[config.mk]
export PLATFORM = sky130hd
export DESIGN_NAME = digit_scan_ctrl
export DESIGN_NICKNAME = d
export VERILOG_FILES = /design/src/rtl/digit_scan_ctrl.sv
export SDC_FILE = /design/constraint.sdc
export NUM_CORES = 1
export LEC_CHECK = 0
export BUFFER_PORTS_ARGS = -buffer_cell sky130_fd_sc_hd__buf_2
export CAP_MARGIN = 20
export CORE_MARGIN = 2
export CORE_UTILIZATION = 30
export DETAILED_ROUTE_END_ITERATION = 8
export HOLD_SLACK_MARGIN = 0.05
export SYNTH_ARGS = -nofsm -noshare
export SYNTH_HDL_FRONTEND = slang
export SYNTH_SLANG_ARGS = --single-unit
[constraint.sdc]
create_clock -name clk -period 6.4 [get_ports clk]
set_input_delay 0.32 -clock clk [delete_from_list [all_inputs] [get_ports clk]]
set_output_delay 0.32 -clock clk [all_outputs]
set_load 0.005 [all_outputs]
[src/rtl/digit_scan_ctrl.sv]
// digit_scan_ctrl: time-multiplexed anode scanner for common-anode
// seven-segment banks. Each fixed-length slot opens with a dead-time blank,
// followed by a brightness-scaled on-window. Masked digits are skipped.
module digit_scan_ctrl #(
    parameter int NUM_DIGITS = 8,
    parameter int DIV        = 100000,
    parameter int DEAD       = 1000,
    parameter int ACTIVE_LOW = 1
) (
    input  logic                          clk,
    input  logic                          rst_n,
    input  logic                          en,
    input  logic [NUM_DIGITS-1:0]         digit_en,
    input  logic [3:0]                    brightness,
    output logic [NUM_DIGITS-1:0]         anode,
    output logic [$clog2(NUM_DIGITS)-1:0] digit_sel,
    output logic                          slot_start
);

    localparam int CW = $clog2(DIV);
    localparam int SW = $clog2(NUM_DIGITS);
    // brightness*STEP is formed at counter width + 4 so 15*STEP cannot wrap
    localparam int PW = CW + 4;

    localparam logic [PW-1:0]         STEP    = PW'((DIV - DEAD) / 16);
    localparam logic [PW-1:0]         DEAD_W  = PW'(DEAD);
    localparam logic [CW-1:0]         LAST    = CW'(DIV - 1);
    localparam logic [NUM_DIGITS-1:0] ONE     = NUM_DIGITS'(1);
    localparam logic [NUM_DIGITS-1:0] OFF_PAT = (ACTIVE_LOW != 0) ? {NUM_DIGITS{1'b1}}
                                                                  : {NUM_DIGITS{1'b0}};

    typedef enum logic [1:0] {
        S_IDLE  = 2'd0,
        S_BLANK = 2'd1,
        S_ON    = 2'd2,
        S_OFF   = 2'd3
    } state_t;

    state_t          state_reg;
    logic [CW-1:0]   cnt_reg;
    logic [3:0]      bright_reg;
    logic [1:0]      rst_sync_reg;
    logic            run_ok;

    logic [SW-1:0]   nxt_idx;
    logic [SW-1:0]   cand;
    logic            nxt_found;
    int              base;

    logic            start_slot;
    logic            stop;
    logic [CW-1:0]   cnt_nxt;
    logic [3:0]      bright_nxt;
    logic [SW-1:0]   sel_nxt;
    logic [PW-1:0]   limit;
    logic            on_nxt;
    logic [NUM_DIGITS-1:0] onehot;
    logic [NUM_DIGITS-1:0] on_pat;

    // Reset release is re-timed so the scanner never starts on a partial edge
    always_ff @(posedge clk or negedge rst_n) begin
        if (!rst_n) begin
            rst_sync_reg <= 2'b00;
        end else begin
            rst_sync_reg <= {rst_sync_reg[0], 1'b1};
        end
    end

    assign run_ok = rst_sync_reg[1];

    // Find the next enabled digit above the current one, wrapping; from idle
    // the search starts above the top index so it lands on the lowest set bit
    always_comb begin
        nxt_idx   = digit_sel;
        nxt_found = 1'b0;
        cand      = '0;
        base      = (state_reg == S_IDLE) ? (NUM_DIGITS - 1) : int'(digit_sel);
        for (int i = 1; i <= NUM_DIGITS; i++) begin
            cand = SW'((base + i) % NUM_DIGITS);
            if (!nxt_found && digit_en[cand]) begin
                nxt_found = 1'b1;
                nxt_idx   = cand;
            end
        end
    end

    // Decide slot boundaries, aborts and the anode value for the next cycle
    always_comb begin
        start_slot = 1'b0;
        stop       = 1'b0;
        cnt_nxt    = cnt_reg + CW'(1);
        bright_nxt = bright_reg;
        sel_nxt    = digit_sel;
        if (!run_ok || !en) begin
            stop = 1'b1;
        end else if (state_reg == S_IDLE || cnt_reg == LAST) begin
            // mask and brightness are only looked at here, at the slot boundary
            if (|digit_en) begin
                start_slot = 1'b1;
            end else begin
                stop = 1'b1;
            end
        end
        if (start_slot) begin
            cnt_nxt    = '0;
            bright_nxt = brightness;
            sel_nxt    = nxt_idx;
        end
        limit  = DEAD_W + PW'(bright_nxt) * STEP;
        on_nxt = !stop && (PW'(cnt_nxt) >= DEAD_W) &&
                 ((bright_nxt == 4'd15) || (PW'(cnt_nxt) < limit));
        onehot = ONE << sel_nxt;
        on_pat = (ACTIVE_LOW != 0) ? ~onehot : onehot;
    end

    // Scan FSM with registered anode, digit index and slot strobe
    always_ff @(posedge clk or negedge rst_n) begin
        if (!rst_n) begin
            state_reg  <= S_IDLE;
            cnt_reg    <= '0;
            bright_reg <= '0;
            digit_sel  <= '0;
            slot_start <= 1'b0;
            anode      <= OFF_PAT;
        end else begin
            slot_start <= start_slot;
            digit_sel  <= sel_nxt;
            bright_reg <= bright_nxt;
            if (stop) begin
                state_reg <= S_IDLE;
                cnt_reg   <= '0;
                anode     <= OFF_PAT;
            end else begin
                cnt_reg <= cnt_nxt;
                anode   <= on_nxt ? on_pat : OFF_PAT;
                if (on_nxt) begin
                    state_reg <= S_ON;
                end else if (PW'(cnt_nxt) < DEAD_W) begin
                    state_reg <= S_BLANK;
                end else begin
                    state_reg <= S_OFF;
                end
            end
        end
    end

endmodule

==> Yosys cells after proc, flatten, opt, wreduce, memory -nomap -nowiden <==
Index checks and enable logic that the tools add are counted.
{ "classes": {"mul": 1, "n_reduce_logical": 24, "order_cmp": 11, "eq_ne": 2, "muxes": 47, "shifts": 1, "add_sub_neg": 10, "bitwise": 1} }
{ "ops": {"columns": ["op", "n"], "rows": [
  ["2-to-1 mux 17 bit", 2],
  ["less-than comparator 3 x 4 -> 1 bit (second input constant)", 8],
  ["2-to-1 mux 3 bit", 10],
  ["binary-select mux 1 bit (select 3 bit)", 8],
  ["2-to-1 mux 1 bit", 21],
  ["adder 10 x 17 -> 18 bit (first input constant)", 1],
  ["less-than comparator 17 x 18 -> 1 bit", 1],
  ["adder 17 x 1 -> 17 bit (second input constant)", 1],
  ["== test 17 bit (second input constant)", 1],
  [">= comparator 17 x 10 -> 1 bit (second input constant)", 1],
  ["less-than comparator 17 x 10 -> 1 bit (second input constant)", 1],
  ["multiplier 4 x 13 -> 17 bit (second input constant)", 1],
  ["2-to-1 mux 8 bit", 2],
  ["adder 3 bit (second input constant)", 4],
  ["logical NOT 1 bit", 10],
  ["logical AND 1 bit", 9],
  ["inverter 8 bit", 1],
  ["OR reduction 8 bit", 1],
  ["<< shifter 1 x 3 -> 8 bit (first input constant)", 1],
  ["adder 3 x 1 -> 3 bit (second input constant)", 2],
  ["adder 3 x 2 -> 3 bit (second input constant)", 2],
  ["2-to-1 mux 2 bit", 3],
  ["== test 4 bit (second input constant)", 1],
  ["2-to-1 mux 4 bit", 1],
  ["other kinds (2)", 4]
]} }
{ "totals": {"output_inout_bits": 12, "word_cells": 104, "ff_bits": 37, "in_bits": 15} }

==> Longest topological paths before layout <==
Gate-level depths: netlist of run 1.
{ "depth": {"depth_word": 32, "mapped_depth": 28, "ltp_nobuf": 28} }

==> Least setup slack after synthesis of run 1 <==
Ideal clock, no wire load.
{ "synth_timing": {"path_type": "reg-to-reg", "startpoint": "reg cnt_reg[0]", "endpoint": "reg anode[7]", "arrival_ns": 6.208, "path_stages_with_launch": 28, "setup_slack_ns": 0.092, "required_ns": 6.300, "cell_sequence": "dfrtp_1 > ha_1 > nand4_2 > nor4_2 > a21oi_4 > inv_2 > mux2i_1 > inv_2 > ha_1 > ha_1 > ha_1 > ha_1 > fa_1 > a21o_1 > a21oi_1 > nor3b_1 > o21ai_0 > o21ai_1 > a41oi_1 > xor2_1 > ha_1 > o21a_1 > a211oi_1 > nand2_1 > o311ai_1 > a21oi_1 > nor3_4 > nand4_1"} }
{ "synth_between": {"elab_chain_cells": 12} }
{ "synth_lines": {"columns": ["element", "line", "source"], "rows": [
  ["start: declaration", "40", "logic [CW-1:0] cnt_reg;"],
  ["start signal: assignment", "134", "cnt_reg <= cnt_nxt;"],
  ["== test 17 bit (*)", "96", "end else if (state_reg == S_IDLE || cnt_reg == LAST) begin"],
  ["logical OR 1 bit (*)", "96", null],
  ["2-to-1 mux 1 bit (*)", "96", null],
  ["2-to-1 mux 1 bit (*)", "94", "if (!run_ok || !en) begin"],
  ["2-to-1 mux 4 bit (*)", "104", "if (start_slot) begin"],
  ["named net bright_nxt[3]", "53", "logic [3:0] bright_nxt;"],
  ["multiplier 4 x 13 -> 17 bit", "109", "limit = DEAD_W + PW'(bright_nxt) * STEP;"],
  ["adder 10 x 17 -> 18 bit", "109", null],
  ["less-than comparator 17 x 18 -> 1 bit", "111", "((bright_nxt == 4'd15) || (PW'(cnt_nxt) < limit));"],
  ["logical OR 1 bit (*)", "111", null],
  ["logical AND 1 bit (*)", "110", "on_nxt = !stop && (PW'(cnt_nxt) >= DEAD_W) &&"],
  ["2-to-1 mux 8 bit (*)", "135", "anode <= on_nxt ? on_pat : OFF_PAT;"],
  ["2-to-1 mux 8 bit (*)", "129", "if (stop) begin"],
  ["end signal: assignment", "135", null],
  ["end: declaration", "15", "output logic [NUM_DIGITS-1:0] anode,"]
]} }
Mark *: on every way through the listed nets, which the timed path passes. The rest lies on a longest branch.

==> Final worst setup path of run 1 <==
{ "layout_timing": {"startpoint": "reg cnt_reg[12]", "endpoint": "reg anode[7]"} }
{ "layout_between": {"elab_chain_cells": 12} }
{ "layout_lines": {"columns": ["element", "line"], "rows": [
  ["== test 17 bit", "96"],
  ["logical OR 1 bit", "96"],
  ["2-to-1 mux 1 bit", "96"],
  ["2-to-1 mux 1 bit", "94"],
  ["2-to-1 mux 4 bit", "104"],
  ["multiplier 4 x 13 -> 17 bit", "109"],
  ["adder 10 x 17 -> 18 bit", "109"],
  ["less-than comparator 17 x 18 -> 1 bit", "111"],
  ["logical OR 1 bit", "111"],
  ["logical AND 1 bit", "110"],
  ["2-to-1 mux 8 bit", "135"],
  ["2-to-1 mux 8 bit (*)", "129"]
]} }
Mark *: on every way between the ends. The rest lies on a longest branch, timed or not.

==> flow_metrics.py, run 1 <==
metrics = {
    "timing": {
        "worstMarginPinSlew_ns": 0.874,
        "fin_crit_sh_pct": 95.0,
        "final-max-slew-violation-count": 0,
        "fin_skew_ns": 0.00286,
        "fin_crit_ns": 6.08,
        "timing.slew.headroom_pct": 41.7,
        "max_freq_mhz": 165,
        "setup_viol": 0,
        "hold_viol": 0,
        "fin_ws_ns": 0.323,
    },
    "global_route": {
        "antenna_found_initial": 0,
        "grt_pass1_wl_um": 18100,
        "grt_util_all_layers_pct": 14.9,
        "grt_pass1_vias": 3654,
        "overflow": 0,
        "grt_max_degree": 38,
    },
    "layout": {
        "regArea_um2": 937,
        "finalNonFillerCells": 686,
        "drive_gt1_share_pct": 22.5,
        "fin_util_pct": 35.4,
        "diodes": 0,
        "num-fill-cells": 1443,
        "multi_input_area_mm2": 0.00319,
        "area_growth_pct": 16.2,
        "fin_nets": 571,
        "largest_reg_flops": 17,
        "design_area_mm2": 0.00488,
    },
    "yosys": {
        "synthCells": 466,
        "synth_nets": 532,
        "synth_area_leader_cell": "dfrtp_1",
        "synth-seq-cells": 37,
        "async_flop_share_pct": 100,
        "netlist_area_mm2": 0.00420,
        "synth_top_area_share_pct": 17.3,
        "yosys_warnings": 0,
        "yosysMostFrequentCell": "nor2_1",
        "synth_seq_area_share_pct": 22.3,
        "syn_avg_cell_area_um2": 9.02,
        "synth_flop_cell": "dfrtp_1",
        "synth.distinct_cells": 88,
        "yosys-top-cells-area": "dfrtp_1, ha_1, dfstp_2",
        "synth_common_cells": "nor2_1, ha_1, nand2_1, dfrtp_1",
        "synth-edff-count": 0,
    },
    "floorplanning": {
        "die_h_um": 122,
        "boundaryPins": 27,
        "initial_core_util_pct": 30.5,
        "fp-row-count": 43,
        "core-area_mm2": 0.0138,
        "die-area_mm2": 0.0150,
        "die_w_um": 122,
    },
    "power_and_ir_drop": {
        "pwr_density_cell_mw_per_mm2": 254,
        "switchingPower_uw": 529,
        "peakVddDrop_mv": 0.191,
        "p_comb_share_pct": 59.4,
        "p_int_uw": 709,
        "p_clk_share_pct": 19.1,
        "p_leak_uw": 0.00205,
        "total_power_uw": 1240,
        "seqPwrFrac_pct": 21.5,
        "p_sw_share_pct": 42.7,
    },
    "clock_tree": {
        "htreeDepth": 2,
        "cts-root-buf": "clkbuf_16",
        "insertion_delay_ns": 0.28,
        "cts_buffers": 5,
        "cts_tree": "done",
        "clockBufferDepth": 2,
        "clk_pin_slew_ns": 0.06,
        "clock_sinks": 37,
    },
    "critical_path": {
        "crit_slowest_cell": "dfrtp_2",
        "crit_type": "reg -> reg",
        "arrival_ns": 6.26,
        "cp_common_cell": "ha_1",
        "worstSetupEndpointType": "register",
        "slowest_delay_ns": 0.44,
        "critPathMaxFanout": 9,
        "crit_required_ns": 6.58,
        "start_kind": "register",
    },
    "placement": {
        "gp_congestion": 0.900,
        "pre_cts_ws_ns": 0.0383,
        "place_inst": 673,
        "port_buffers": 26,
        "place_area_mm2": 0.00460,
        "place_hpwl_um": 8550,
    },
    "drt": {
        "routed_via_density": 5.31,
        "drtIter0Drc": 292,
        "drt-pass1-iter-count": 4,
        "wl_per_cell_um": 15.7,
        "route.vias.total": 3644,
        "route.detailed.drc": 0,
        "ant_nets": 0,
        "routed_wl_um": 10800,
    },
    "status": {
        "status": "completed",
    },
    "hold_path": {
        "hold_path_class": "in -> async",
    },
    "job": {
        "drv_cap": 0,
    },
}
[stage by stage]
step	hold slack [ns]	setup TNS, ns
floorplan	0.0244	0
detailed placement	0.336	0
global route	0.229	-0.270
global placement	0.344	0
finish	0.152	0
CTS	0.185	0
[layout by cell type, fill, tap and decap left out, types with 6 or more instances in the layout]
cell type  count
nor2_1        52
ha_1          45
nand2_1       35
dfrtp_1       28
buf_2         26
inv_1         22
a21oi_1       19
buf_4         19
xnor2_1       18
nor3_1        17
nand3_1       14
o21ai_0       13
xor2_1        13
nand4_1       10
mux2i_1       10
nand2b_1       8
dfstp_2        8
o21ai_1        6
a31oi_1        6
mux4_2         6
[per-layer routing]
metal / routed length (µm) / up-vias / track usage, %
li1: - / 1803 / -
met5: 0 / - / 0
met1: 5000 / 1750 / 20.1
met4: 160 / 0 / 4.24
met2: 5140 / 82 / 25.2
met3: 479 / 9 / 1.72
[timing repair]
item | in CTS | in global routing
resized for setup | 0 | 20
hold buffers | 0 | 0
setup endpoints to repair | 0 | 9
buffers inserted | 0 | 5
[cell type report]
class	count	area share, %
multi-input combinational	390	65.3
inverter	25	1.95
sequential	37	19.2
clock buffer	5	2.56
timing repair buffer	46	6.00
tap	180	4.61
clock inverter	3	0.359
[critical path: cells and delay by family (launching register included)]
family | cells | cell delay (ns)
muxes | 1 | 0.25
AOI/OAI and AO/OA | 12 | 2.01
and+or+nand+nor | 6 | 1.20
adders and majority gates | 5 | 1.42
buffers and inverters | 4 | 0.49
xor gates and xnor gates | 1 | 0.16
DFF | 1 | 0.44
[logic make-up after synthesis]
group | count (synthesis) | synth area share (%)
fa+ha+maj | 51 | 15.9
compound gates | 114 | 20.5
buf+inv | 39 | 4.11
simple gates | 164 | 19.9
mux | 26 | 9.05
xor+xnor | 34 | 8.16
flops | 37 | 22.3
other cells | 1 | 0.0893
[power groups by stage]
| stage | logic [µW] | registers (µW) | clock network, µW |
|---|---|---|---|
| 5_1_grt | 825 | 269 | 253 |
| 2_1_floorplan | 535 | 257 | 0 |
| 4_1_cts | 709 | 266 | 245 |
| 3_3_place_gp | 689 | 269 | 0 |
| 3_5_place_dp | 701 | 270 | 0 |
| 6_report | 735 | 266 | 236 |
[path summary, 6_finish.rpt]
| path | start | to | slack, ns | depth (start not counted) |
|---|---|---|---|---|
| setup reg to reg | cnt_reg[12] | anode[7] | 0.32 | 29 |
| hold reg to reg | rst_sync_reg[0] | rst_sync_reg[1] | 0.35 | 0 |
| max in group asynchronous | rst_n | cnt_reg[12] | 5.64 | 1 |
| setup / recovery | cnt_reg[12] | anode[7] | 0.32 | 29 |
| min in group clk | rst_sync_reg[0] | rst_sync_reg[1] | 0.35 | 0 |
| hold / removal | rst_n | cnt_reg[11] | 0.15 | 1 |
Power figures use the tool's default switching activity.
==> inputs of run 2 (changes only) <==
clock period = 7.41 ns   (was 6.4 ns; I/O delays follow)
==> run 2 against run 1 <==
Net effect: sequential share of layout area rose by 0.76 points; critical path depth grew 1; non-clock buffer count down 15; final cell count shrank 2.2%; power is 16% lower; combinational power is 20% lower; largest power group unchanged.
==> flow_metrics.py, run 2 (synthesis results as in run 1) <==
metrics = {
    "layout": {
        "num-fill-cells": 1421,
        "final_cell_mix": "nor2_1, ha_1, nand2_1, dfrtp_1, buf_2",
        "layout_commonest_cell": "nor2_1",
        "fin_nets": 556,
        "area_growth_pct": 11.6,
        "largest_reg_flops": 17,
        "drive_gt1_share_pct": 17.3,
        "diodes": 0,
    },
    "clock_tree": {
        "cts_buffers": 5,
        "insertion_delay_ns": 0.28,
        "htreeDepth": 2,
        "clk_pin_slew_ns": 0.06,
        "cts_tree": "done",
        "hold_buffers": 0,
        "cts-root-buf": "clkbuf_16",
        "clock_sinks": 37,
        "clockBufferDepth": 2,
    },
    "global_route": {
        "antenna_found_initial": 0,
        "grt_util_all_layers_pct": 14.9,
        "grt_pass1_vias": 3664,
        "grt_pass1_wl_um": 18100,
        "grt_max_degree": 38,
        "overflow": 0,
    },
    "timing": {
        "worstMarginPinSlew_ns": 0.889,
        "worst_hold_slack_ns": 0.180,
        "timing.slew.headroom_pct": 40.3,
        "fin_skew_ns": 0.00461,
        "rsz0062_at_grt": "false",
        "max_freq_mhz": 144,
        "setup_viol": 0,
        "fin_crit_ns": 6.92,
        "timing.setup.tns_ns": 0,
        "final-max-slew-violation-count": 0,
        "hold_viol": 0,
        "fin_crit_sh_pct": 93.4,
    },
    "floorplanning": {
        "initial_core_util_pct": 30.5,
        "die_w_um": 122,
        "die-area_mm2": 0.0150,
        "die_h_um": 122,
        "boundaryPins": 27,
        "fp-row-count": 43,
        "core-area_mm2": 0.0138,
    },
    "critical_path": {
        "arrival_ns": 7.10,
        "cp_common_cell": "ha_1",
        "r2r-start": "cnt_reg[0]",
        "reg2reg_depth": 30,
        "rrSetupSlack_ns": 0.49,
        "worstSetupEndpointType": "register",
        "slowest_delay_ns": 0.44,
        "start_kind": "register",
        "r2r-end": "anode[3]",
        "crit_slowest_cell": "nor4_4",
        "crit_required_ns": 7.58,
        "crit_type": "reg -> reg",
        "critPathMaxFanout": 10,
    },
    "job": {
        "drv_cap": 0,
    },
    "placement": {
        "port_buffers": 26,
        "place_hpwl_um": 8460,
        "gp_congestion": 0.919,
    },
    "drt": {
        "routed_via_density": 5.43,
        "route.vias.total": 3644,
        "route.detailed.drc": 0,
        "ant_nets": 0,
        "routed_wl_um": 10800,
        "drtIter0Drc": 294,
        "wl_per_cell_um": 16.1,
        "drt-pass1-iter-count": 4,
    },
    "power_and_ir_drop": {
        "p_leak_uw": 0.00198,
        "pwr_density_cell_mw_per_mm2": 223,
        "peakVddDrop_mv": 0.171,
    },
    "hold_path": {
        "hold_path_class": "in -> async",
    },
    "status": {
        "status": "completed",
    },
}
run 2: changes by cell type in the layout (fill, tap and decap cells not counted), sizes merged:
cell      delta
buf         -15
clkbuf       +2
clkinv       -1
clkinvlp     -1
run 2: what timing repair did:
item	CTS	global route
endpoints found under the hold margin	0	0
buffers inserted	0	1
resized for setup	0	2
endpoints found under the setup margin	0	9
run 2: worst max-delay path, delay by kind of cell, from the launching register on:
kind / cells / cell delay [ns]
AOI/OAI and AO/OA: 9 / 1.97
xor gates and xnor gates: 1 / 0.20
adders and majority gates: 7 / 2.12
buffers and inverters: 4 / 0.55
DFF: 1 / 0.40
muxes: 1 / 0.18
and+or+nand+nor: 8 / 1.39
run 2: metal layers:
metal	global-route usage, %	part of all wire [%]	vias up
met5	0	0	-
met4	5.60	2.6	0
met2	24.8	47	76
met3	1.30	3.1	18
li1	-	-	1778
met1	20.0	47	1772
run 2: per-stage QoR:
stage	setup slack, ns	utilization (%)	total power (µW)	instances	instance area (µm²)
after global placement	0.553	32.8	808	662	4510
after CTS	0.428	33.9	1050	670	4670
after floorplan	1.10	-	684	466	4200
after detailed placement	0.379	32.8	816	662	4510
after global routing	0.0281	34.1	1130	671	4690
final	0.486	34.1	1040	671	4690
run 2: worst max-delay path by stage:
stage	start	endpoint	cells after the start
finish	cnt_reg[0]	anode[3]	30
floorplan	cnt_reg[0]	anode[7]	27
detailed placement	digit_en[1]	anode[3]	27
global route	cnt_reg[0]	anode[3]	30
CTS	cnt_reg[0]	anode[3]	29
global placement	digit_en[1]	anode[7]	29
run 2: final cells by class:
class	count	area, µm²	area share [%]
repair buffers	31	168	3.57
flip-flops and latches	37	936	20.0
multi-input cells	390	3110	66.3
inverters	25	95.1	2.03
well taps	180	225	4.80
clock inverters	1	5.00	0.107
clock buffers	7	153	3.25
run 2: power breakdown:
group | total, µW | internal, µW | leakage (µW) | switching, µW
Clock | 223 | 142 | 0.0000799 | 80.2
Sequential | 230 | 212 | 0.000469 | 18.0
Combinational | 591 | 250 | 0.00143 | 342
Total | 1040 | 604 | 0.00198 | 440
==> inputs of run 3 (changes only) <==
CAP_MARGIN = default   (was 20)
CELL_PAD_IN_SITES_DETAIL_PLACEMENT = 1   (was default)
CELL_PAD_IN_SITES_GLOBAL_PLACEMENT = 2   (was default)
PLACE_DENSITY_LB_ADDON = 0.1   (was default)
REMOVE_ABC_BUFFERS = 1   (was default)
==> run 3 against run 2 <==
Net effect: critical path depth shrank 3; highest routed layer unchanged; combinational power grew 3.7%; utilization grew 0.39 points; wire length grew 18%; sequential share of layout area shrank 0.23 points; clock-buffer cell count is the same; largest cell class unchanged; sequential power is essentially flat.
==> flow_metrics.py, run 3 (synthesis results as in run 1) <==
metrics = {
    "critical_path": {
        "crit_type": "in -> reg",
        "worstSetupEndpointType": "register",
        "path_depth": 27,
        "slowest_delay_ns": 0.60,
        "crit_start": "digit_en[5]",
        "start_kind": "input port",
        "reg2reg_depth": 27,
        "arrival_ns": 6.90,
        "r2r-end": "anode[1]",
        "cp_common_cell": "ha_1",
        "rrSetupSlack_ns": 0.73,
        "crit_slowest_cell": "nor4_1",
        "r2r-start": "cnt_reg[0]",
        "crit_required_ns": 7.61,
        "critPathMaxFanout": 10,
        "crit_end": "anode[1]",
        "crit_buf_inv": 3,
        "critPathTopFamily": "compound AO/OA/AOI/OAI gates",
    },
    "placement": {
        "pre_cts_ws_ns": 0.172,
        "port_buffers": 26,
        "place_hpwl_um": 10400,
        "gp_congestion": 0.821,
    },
    "drt": {
        "route.detailed.drc": 0,
        "drt-pass1-iter-count": 4,
        "ant_nets": 0,
        "routed_wl_um": 12700,
        "drtIter0Drc": 131,
        "route.vias.total": 3624,
        "wl_per_cell_um": 18.9,
        "routed_via_density": 5.38,
    },
    "clock_tree": {
        "cts_tree": "done",
        "cts-root-buf": "clkbuf_16",
        "cts_buffers": 5,
        "insertion_delay_ns": 0.29,
        "hold_buffers": 0,
        "clk_pin_slew_ns": 0.05,
        "htreeDepth": 2,
        "clockBufferDepth": 2,
        "clock_sinks": 37,
    },
    "power_and_ir_drop": {
        "p_leak_uw": 0.00200,
        "pwr_density_cell_mw_per_mm2": 231,
        "peakVddDrop_mv": 0.105,
    },
    "global_route": {
        "grt_pass1_wl_um": 20600,
        "overflow": 0,
        "grt_util_all_layers_pct": 17.9,
        "grt_pass1_vias": 3867,
        "antenna_found_initial": 0,
        "grt_max_degree": 38,
    },
    "floorplanning": {
        "initial_core_util_pct": 30.5,
        "core-area_mm2": 0.0138,
        "fp-row-count": 43,
        "die-area_mm2": 0.0150,
        "die_h_um": 122,
        "die_w_um": 122,
        "boundaryPins": 27,
    },
    "layout": {
        "largest_reg_flops": 17,
        "drive_gt1_share_pct": 17.8,
        "fin_nets": 558,
        "layout_commonest_cell": "nor2_1",
        "diodes": 0,
        "final_cell_mix": "nor2_1, ha_1, nand2_1, dfrtp_1, buf_2",
        "area_growth_pct": 12.9,
        "num-fill-cells": 1675,
    },
    "job": {
        "drv_cap": 0,
    },
    "timing": {
        "rsz0062_at_grt": "false",
        "fin_skew_ns": 0.00460,
        "fin_crit_sh_pct": 90.5,
        "hold_viol": 0,
        "max_freq_mhz": 149,
        "fin_ws_ns": 0.706,
        "fin_crit_ns": 6.70,
        "final-max-slew-violation-count": 0,
        "timing.slew.headroom_pct": 43.5,
        "timing.setup.tns_ns": 0,
        "setup_viol": 0,
        "worstMarginPinSlew_ns": 0.847,
    },
    "status": {
        "status": "completed",
    },
    "hold_path": {
        "hold_path_class": "in -> async",
    },
}
[run 3: stage by stage]
step                      hold slack, ns  util [%]  cell area (µm²)  power (µW)  cells
after detailed placement           0.346      32.9             4530         852    664
final                              0.180      34.4             4740        1100    673
after global routing               0.253      34.4             4740        1190    673
after global placement             0.349      32.9             4530         847    664
after floorplan                   0.0749         -             4120         678    452
after CTS                          0.223      34.1             4700        1110    672
[run 3: power breakdown]
part / leakage, µW / switching, µW / internal (µW)
registers: 0.000469 / 18.7 / 212
clock network: 0.0000841 / 83.7 / 168
logic: 0.00145 / 361 / 252
total: 0.00200 / 464 / 632
[run 3: repair_timing]
action,CTS,global route
resized for setup,0,4
endpoints found under the setup margin,0,9
buffers inserted,0,1
[run 3: cell type report]
cell class / instances / area, µm² / share of cell area [%]
Sequential cell: 37 / 936 / 19.7
Tap cell: 180 / 225 / 4.75
Multi-Input combinational cell: 390 / 3120 / 65.8
Timing Repair Buffer: 33 / 195 / 4.11
Clock inverter: 1 / 30.0 / 0.633
Clock buffer: 7 / 143 / 3.01
Inverter: 25 / 95.1 / 2.00
[run 3: worst min path at each step]
stage               slack, ns  cells past startpoint              end
floorplan                0.07                      0    bright_reg[0]
global placement         0.35                      0  rst_sync_reg[1]
detailed placement       0.35                      0  rst_sync_reg[1]
CTS                      0.22                      1      cnt_reg[11]
global route             0.25                      1       cnt_reg[6]
finish                   0.18                      1       cnt_reg[6]
[run 3: worst register-to-register path, cell delays in order (launching register included)]
cell and delay, ns:
dfrtp_1 0.42, ha_1 0.29, nand4_2 0.17, nor4_4 0.40, a21oi_4 0.19, mux2i_1 0.41
inv_1 0.24, ha_1 0.27, ha_1 0.30, ha_1 0.28, ha_1 0.22, fa_1 0.42
a21o_1 0.19, a21oi_1 0.25, nor3b_1 0.09, o21ai_0 0.19, o21ai_1 0.18, xnor2_1 0.18
ha_1 0.32, a211oi_1 0.21, o21ai_0 0.15, a211oi_1 0.28, nand2_1 0.09, o311ai_1 0.27
a21oi_1 0.11, nor3_4 0.22, buf_12 0.15, nand4b_1 0.10
[run 3: metal layers]
layer,part of all wire (%),track usage (%),vias up
li1,-,-,1775
met1,43,21.5,1767
met2,51,32.3,65
met3,2.7,2.09,17
met4,3.0,7.26,0
met5,0,0,-
